File: src/rtl/bin2decdigi_seq.sv
// rtl/bin2decdigi_seq.sv - iterative double-dabble binary to multi-digit 7-segment converter
// Shifts one bit per cycle, then registers blanked/overflow-aware segment codes on DONE entry.
module bin2decdigi_seq #(
  parameter int BIN_W    = 10,
  parameter int N_DIGITS = 3,
  parameter bit BLANK_LZ = 1'b1
) (
  input  logic                  clock,
  input  logic                  rst_n,
  input  logic                  in_valid,
  output logic                  in_ready,
  input  logic [BIN_W-1:0]      bin,
  output logic                  out_valid,
  input  logic                  out_ready,
  output logic [7*N_DIGITS-1:0] digi,
  output logic                  ovf
);

  localparam int BCD_W = 4 * N_DIGITS;
  localparam int CNT_W = $clog2(BIN_W + 1);
  localparam logic [6:0] SEG_BLANK = 7'b0000000;

  function automatic logic [31:0] pow10(input int n);
    logic [31:0] p;
    p = 32'd1;
    for (int i = 0; i < n; i++) p = p * 32'd10;
    return p;
  endfunction

  localparam logic [31:0] LIMIT = pow10(N_DIGITS);

  function automatic logic [6:0] seg_of(input logic [3:0] nib);
    case (nib)
      4'd0:    return 7'b0111111;
      4'd1:    return 7'b0011000;
      4'd2:    return 7'b1110110;
      4'd3:    return 7'b1111100;
      4'd4:    return 7'b1011001;
      4'd5:    return 7'b1101101;
      4'd6:    return 7'b1101111;
      4'd7:    return 7'b0111000;
      4'd8:    return 7'b1111111;
      4'd9:    return 7'b1111101;
      default: return SEG_BLANK;
    endcase
  endfunction

  typedef enum logic [1:0] {IDLE, SHIFT, DONE} state_t;

  state_t                  state_q, state_d;
  logic [BIN_W-1:0]        shift_q;
  logic [BCD_W-1:0]        bcd_q;
  logic [BCD_W-1:0]        bcd_adj;
  logic [BCD_W-1:0]        bcd_next;
  logic [BIN_W-1:0]        shift_next;
  logic [CNT_W-1:0]        count_q;
  logic                    ovf_n_q;
  logic [7*N_DIGITS-1:0]   digi_next;
  logic                    accept;
  logic                    last_shift;
  logic                    seen;
  logic [3:0]              nib;
  logic [31:0]             bin_ext;

  assign bin_ext    = 32'(bin);
  assign in_ready   = (state_q == IDLE);
  assign out_valid  = (state_q == DONE);
  assign accept     = in_valid && in_ready;
  assign last_shift = (state_q == SHIFT) && (count_q == CNT_W'(1));

  // Double-dabble correction: any nibble >=5 gets +3 before the shift.
  always_comb begin
    bcd_adj = bcd_q;
    for (int k = 0; k < N_DIGITS; k++) begin
      if (bcd_q[4*k +: 4] >= 4'd5) bcd_adj[4*k +: 4] = bcd_q[4*k +: 4] + 4'd3;
    end
  end

  assign bcd_next   = {bcd_adj[BCD_W-2:0], shift_q[BIN_W-1]};
  assign shift_next = shift_q << 1;

  // Decode from the post-shift BCD so the result is ready on the DONE-entry edge.
  always_comb begin
    digi_next = '0;
    seen      = 1'b0;
    nib       = 4'd0;
    for (int k = N_DIGITS - 1; k >= 0; k--) begin
      nib = bcd_next[4*k +: 4];
      if (nib != 4'd0) seen = 1'b1;
      if (ovf_n_q || (BLANK_LZ && (k > 0) && !seen)) digi_next[7*k +: 7] = SEG_BLANK;
      else digi_next[7*k +: 7] = seg_of(nib);
    end
  end

  always_comb begin
    state_d = state_q;
    case (state_q)
      IDLE:    if (accept) state_d = SHIFT;
      SHIFT:   if (last_shift) state_d = DONE;
      DONE:    if (out_ready) state_d = IDLE;
      default: state_d = IDLE;
    endcase
  end

  always_ff @(posedge clock or negedge rst_n) begin
    if (!rst_n) begin
      state_q <= IDLE;
      shift_q <= '0;
      bcd_q   <= '0;
      count_q <= '0;
      ovf_n_q <= 1'b0;
      digi    <= '0;
      ovf     <= 1'b0;
    end else begin
      state_q <= state_d;
      if (accept) begin
        shift_q <= bin;
        bcd_q   <= '0;
        count_q <= CNT_W'(BIN_W);
        ovf_n_q <= (bin_ext >= LIMIT);
      end else if (state_q == SHIFT) begin
        shift_q <= shift_next;
        bcd_q   <= bcd_next;
        count_q <= count_q - CNT_W'(1);
        if (last_shift) begin
          digi <= digi_next;
          ovf  <= ovf_n_q;
        end
      end
    end
  end

endmodule

File: config.mk
export PLATFORM = sky130hd
export DESIGN_NAME = bin2decdigi_seq
export DESIGN_NICKNAME = d
export VERILOG_FILES = /design/src/rtl/bin2decdigi_seq.sv
export SDC_FILE = /design/constraint.sdc
export NUM_CORES = 1
export LEC_CHECK = 0
export CORE_ASPECT_RATIO = 0.5
export CORE_MARGIN = 3
export CORE_UTILIZATION = 44
export CTS_CLUSTER_SIZE = 14
export DETAILED_ROUTE_END_ITERATION = 7
export PLACE_DENSITY = 0.66
export SLEW_MARGIN = 30
export SYNTH_ARGS = -nofsm -noshare
export SYNTH_HDL_FRONTEND = slang
export SYNTH_SLANG_ARGS = --single-unit
File: constraint.sdc
create_clock -name clock -period 2.8 [get_ports clock]
set_input_delay 0.42 -clock clock [delete_from_list [all_inputs] [get_ports clock]]
set_output_delay 0.42 -clock clock [all_outputs]
set_load 0.05 [all_outputs]
==> implementation parameters <==
Parameter                              Value

Run status
  Run status ... finished, final reports clean

Detailed routing
  Total DRC errors in the routed layout ... 0
  Number of nets with antenna violations after routing ... 0
  Number of DRC markers in iteration 0 ... a little under 90
  Total Wirelength ... a little over 6000 um
  Number of optimization iterations in the first detailed-route pass ... 4
  Average routed wire per standard cell ... roughly 14 um
  Detailed-route via count ... 2282
  Via/cell ratio ... between 5 and 6

Clock tree
  Clock sink total ... 51
  Maximum level of the CTS H-tree ... 2
  CTS Buf Count ... 5
  Cells resized by post-CTS repair ... 0
  Clock Pin Slew Worst Setup and Hold Paths ... 70 ps
  CTS tree ... built
  Clock Root Buffer ... clkbuf_16
  Count of hold buffers inserted by post-cts repair ... 0
  Post-CTS setup buffers ... 0
  Clock latency of the later-clocked register in the worst-skew pair ... just under 300 ps
  Deepest clock path buffer count ... 2

Placement
  Post-DP HPWL ... 4500 um
  Post-placement cell count ... about 420
  Final Wtd Congestion ... 0.792
  Port bufs ... 37
  Post-placement worst setup slack ... between 200 and 300 ps

Critical path
  Arrival time of data at the critical path endpoint ... 2710 ps
  Startpoint-to-endpoint class of the critical path ... reg -> reg
  Type of destination of the critical path ... flop
  Highest net fanout along the worst path ... 7
  R2R Path Start ... bcd_q[5]$_DFFE_PN0P_
  Slowest library cell on the worst path ... dfrtp_1
  Crit start category ... flop
  Most Frequent Cell on Critical Path ... ha_1
  Largest stage delay on the critical path ... between 400 and 500 ps
  Crit path required time ... a little under 3000 ps
  Critical Path Source ... bcd_q[5]$_DFFE_PN0P_
  Cell-by-cell trace of the critical path ... inv_1 > ha_1 > nand2b_1 > a21oi_2 > xnor2_1 > ha_1 > o21ai_1 > nor4_4 > nor2_2 > a32o_1

Yosys
  Cells after Synth ... ~300
  Average cell area after synthesis ... 9.41 sq um
  Number of flops mapped to enable cells by yosys ... 0
  Post-synthesis adder-cell area fraction ... approximately 8%
  Top cells by area, synth ... dfrtp_1 (45%), ha_1 (7.9%), nand2_1 (5.9%)
  Dominant synthesized flop cell ... dfrtp_1
  Simple-gate share of the synthesized area ... a little under a fifth
  Number of warnings issued by yosys ... 0
  Multiplexer area fraction after synthesis ... under 10%
  Library cell occupying the most area in the post-synthesis netlist ... dfrtp_1
  Compound-Gate Fraction of Synth Area ... 18.8%
  Post-synth ARST share ... 100%
  Synthesized flop and latch total ... 51
  Yosys top cell area share ... 44.7%
  Number of nets produced by synthesis ... 335
  Post-synthesis share of cell area spent on xor and xnor gates ... about 3.2%
  Yosys cell types ... 53
  Seq/Total Area, Yosys ... between 40% and 50%
  Summed instance area of the synthesized netlist ... 0.00285 sq mm
  Largest family of logic cells by synthesized area ... simple AND/OR/NAND/NOR gates

Final layout
  Filler instances ... roughly 560
  Antenna fix cells ... 0
  Final core utilization ... roughly 57%
  Final net count ... around 370
  Number of cells in the finished layout apart from fillers ... 431
  Post-synthesis to final-layout area growth ... 22.5%
  Proportion of layout cells with a drive suffix above 1 ... approximately 9%

Global routing
  Vias in the first global route ... around 2200
  Final global-route overflow total ... 0
  Global-route wire length before repair ... roughly 11000 um
  Initial antenna violation count ... 0
  Global-route usage over all layers ... ~17%
  Pin count of the biggest net entering global routing ... 29

Timing
  Fin crit period ... about 2500 ps
  Clock skew after layout ... between 8 and 9 ps
  Summed negative setup slack over all endpoints ... 0 ps
  Post-route fraction of the period consumed by the critical path ... between 90% and 100%
  Number of hold-slack violations in the final timing report ... 0
  Final Worst Setup Slack ... about 260 ps
  Unrepaired setup endpoints after global routing ... no
  Final Max Slew Viols ... 0
  Final number of setup-violating endpoints ... 0
  Max-slew headroom ... 54.2%
  Actual slew at the worst max-slew pin ... around 680 ps
  Achievable clock frequency ... ~0.4 GHz

Floorplanning
  # rows ... 20
  Y dimension of the die ... 62.9 um
  Starting density of the core ... a little under half
  CORE AREA ... 0.00618 sq mm
  Die outline width ... about 120 um
  Die area ... between 0.007 and 0.008 sq mm
  Total I/O pin count ... 38

Run
  Max-cap violations ... 0

Hold path
  Hold Path Class ... in -> async
[through the flow]
step                      hold WS [ps]  cell area [sq um]
after floorplan                    124               2850
after global placement             458               3340
after detailed placement           462               3340
after CTS                          155               3500
after global routing               177               3500
final                              136               3500
[synthesized netlist by cell type (3+ instances only)]
cell type / instances
ha_1: 18
xnor2_1: 4
a21oi_2: 3
a21oi_1: 11
nand3_1: 13
dfrtp_1: 51
nand2_1: 45
nor2_1: 14
a22o_1: 10
mux2i_1: 3
nor2b_1: 3
nand2b_1: 5
nor3b_1: 5
o21ai_0: 28
a22oi_1: 8
o21ai_1: 7
clkbuf_1: 9
inv_1: 21
and2_1: 4
o211ai_1: 3
[sequential cells by signal (all words and copies together) (netlist names)]
register,cells
digi,21
ovf,1
ovf_n_q,1
count_q,4
bcd_q,12
state_q,2
shift_q,10
[routing by layer]
metal / track usage, % / vias up / routed length (um)
met5: 0 / - / 0
met4: 5.14 / 0 / 93
met3: 3.89 / 8 / 223
met1: 23.5 / 1099 / 3050
met2: 28.5 / 41 / 2750
li1: - / 1134 / -
[layout make-up]
| type | count | area, sq um | area share (%) |
|---|---|---|---|
| Multi-Input combinational cell | 219 | 1450 | 41.4 |
| Sequential cell | 51 | 1280 | 36.5 |
| Timing Repair Buffer | 43 | 423 | 12.1 |
| Clock buffer | 6 | 139 | 3.97 |
| Tap cell | 88 | 110 | 3.15 |
| Inverter | 22 | 82.6 | 2.36 |
| Clock inverter | 2 | 16.3 | 0.465 |
[cells in the final DEF (no fill, tap or decap), types with 2 or more instances in the layout]
master,n
mux2i_1,3
inv_1,21
nor2_1,14
a21oi_2,3
a21oi_1,11
nor2b_1,3
or2_2,2
o211ai_1,3
xnor2_1,4
ha_1,18
a22oi_1,8
clkbuf_16,5
o21ai_1,7
dfrtp_1,51
nor3b_1,5
nand3_1,13
nor3_1,2
nand3b_1,2
mux2_2,2
clkdlybuf4s50_1,36
nand2b_1,5
a22o_1,10
xor2_1,2
buf_4,5
nand2_1,45
o21ai_0,28
and2_1,4
[logic make-up (layout without fill, tap and decap cells)]
family,Yosys count,after routing
XOR/XNOR,8,8
AND/OR/NAND/NOR,106,106
adder cells (fa/ha/maj),18,18
flip-flops,51,51
AO/OA/AOI/OAI,82,82
buffers and inverters,33,73
multiplexers,5,5
[path summary, 6_finish.rpt]
| check | endpoint | slack (ps) | depth (start not counted) |
|---|---|---|---|
| max | digi[13]$_DFFE_PN0P_ | 260 | 10 |
| min | digi[9]$_DFFE_PN0P_ | 140 | 1 |
| max reg2reg | digi[13]$_DFFE_PN0P_ | 260 | 10 |
| min reg2reg | shift_q[3]$_DFFE_PN0P_ | 480 | 2 |
| max in group asynchronous | shift_q[7]$_DFFE_PN0P_ | 2110 | 2 |
| min in group clock | shift_q[3]$_DFFE_PN0P_ | 480 | 2 |
[worst max-delay path, delay by kind of cell, from the launching register on]
family,cells,cell delay (ps)
and+or+nand+nor,3,620
xor gates and xnor gates,1,240
adders and majority gates,2,420
buffers and inverters,1,90
AOI/OAI and AO/OA,3,610
DFF,1,440
Power is not shown: default switching activity piles up to over one toggle a cycle in this logic, so the estimate is an artifact.
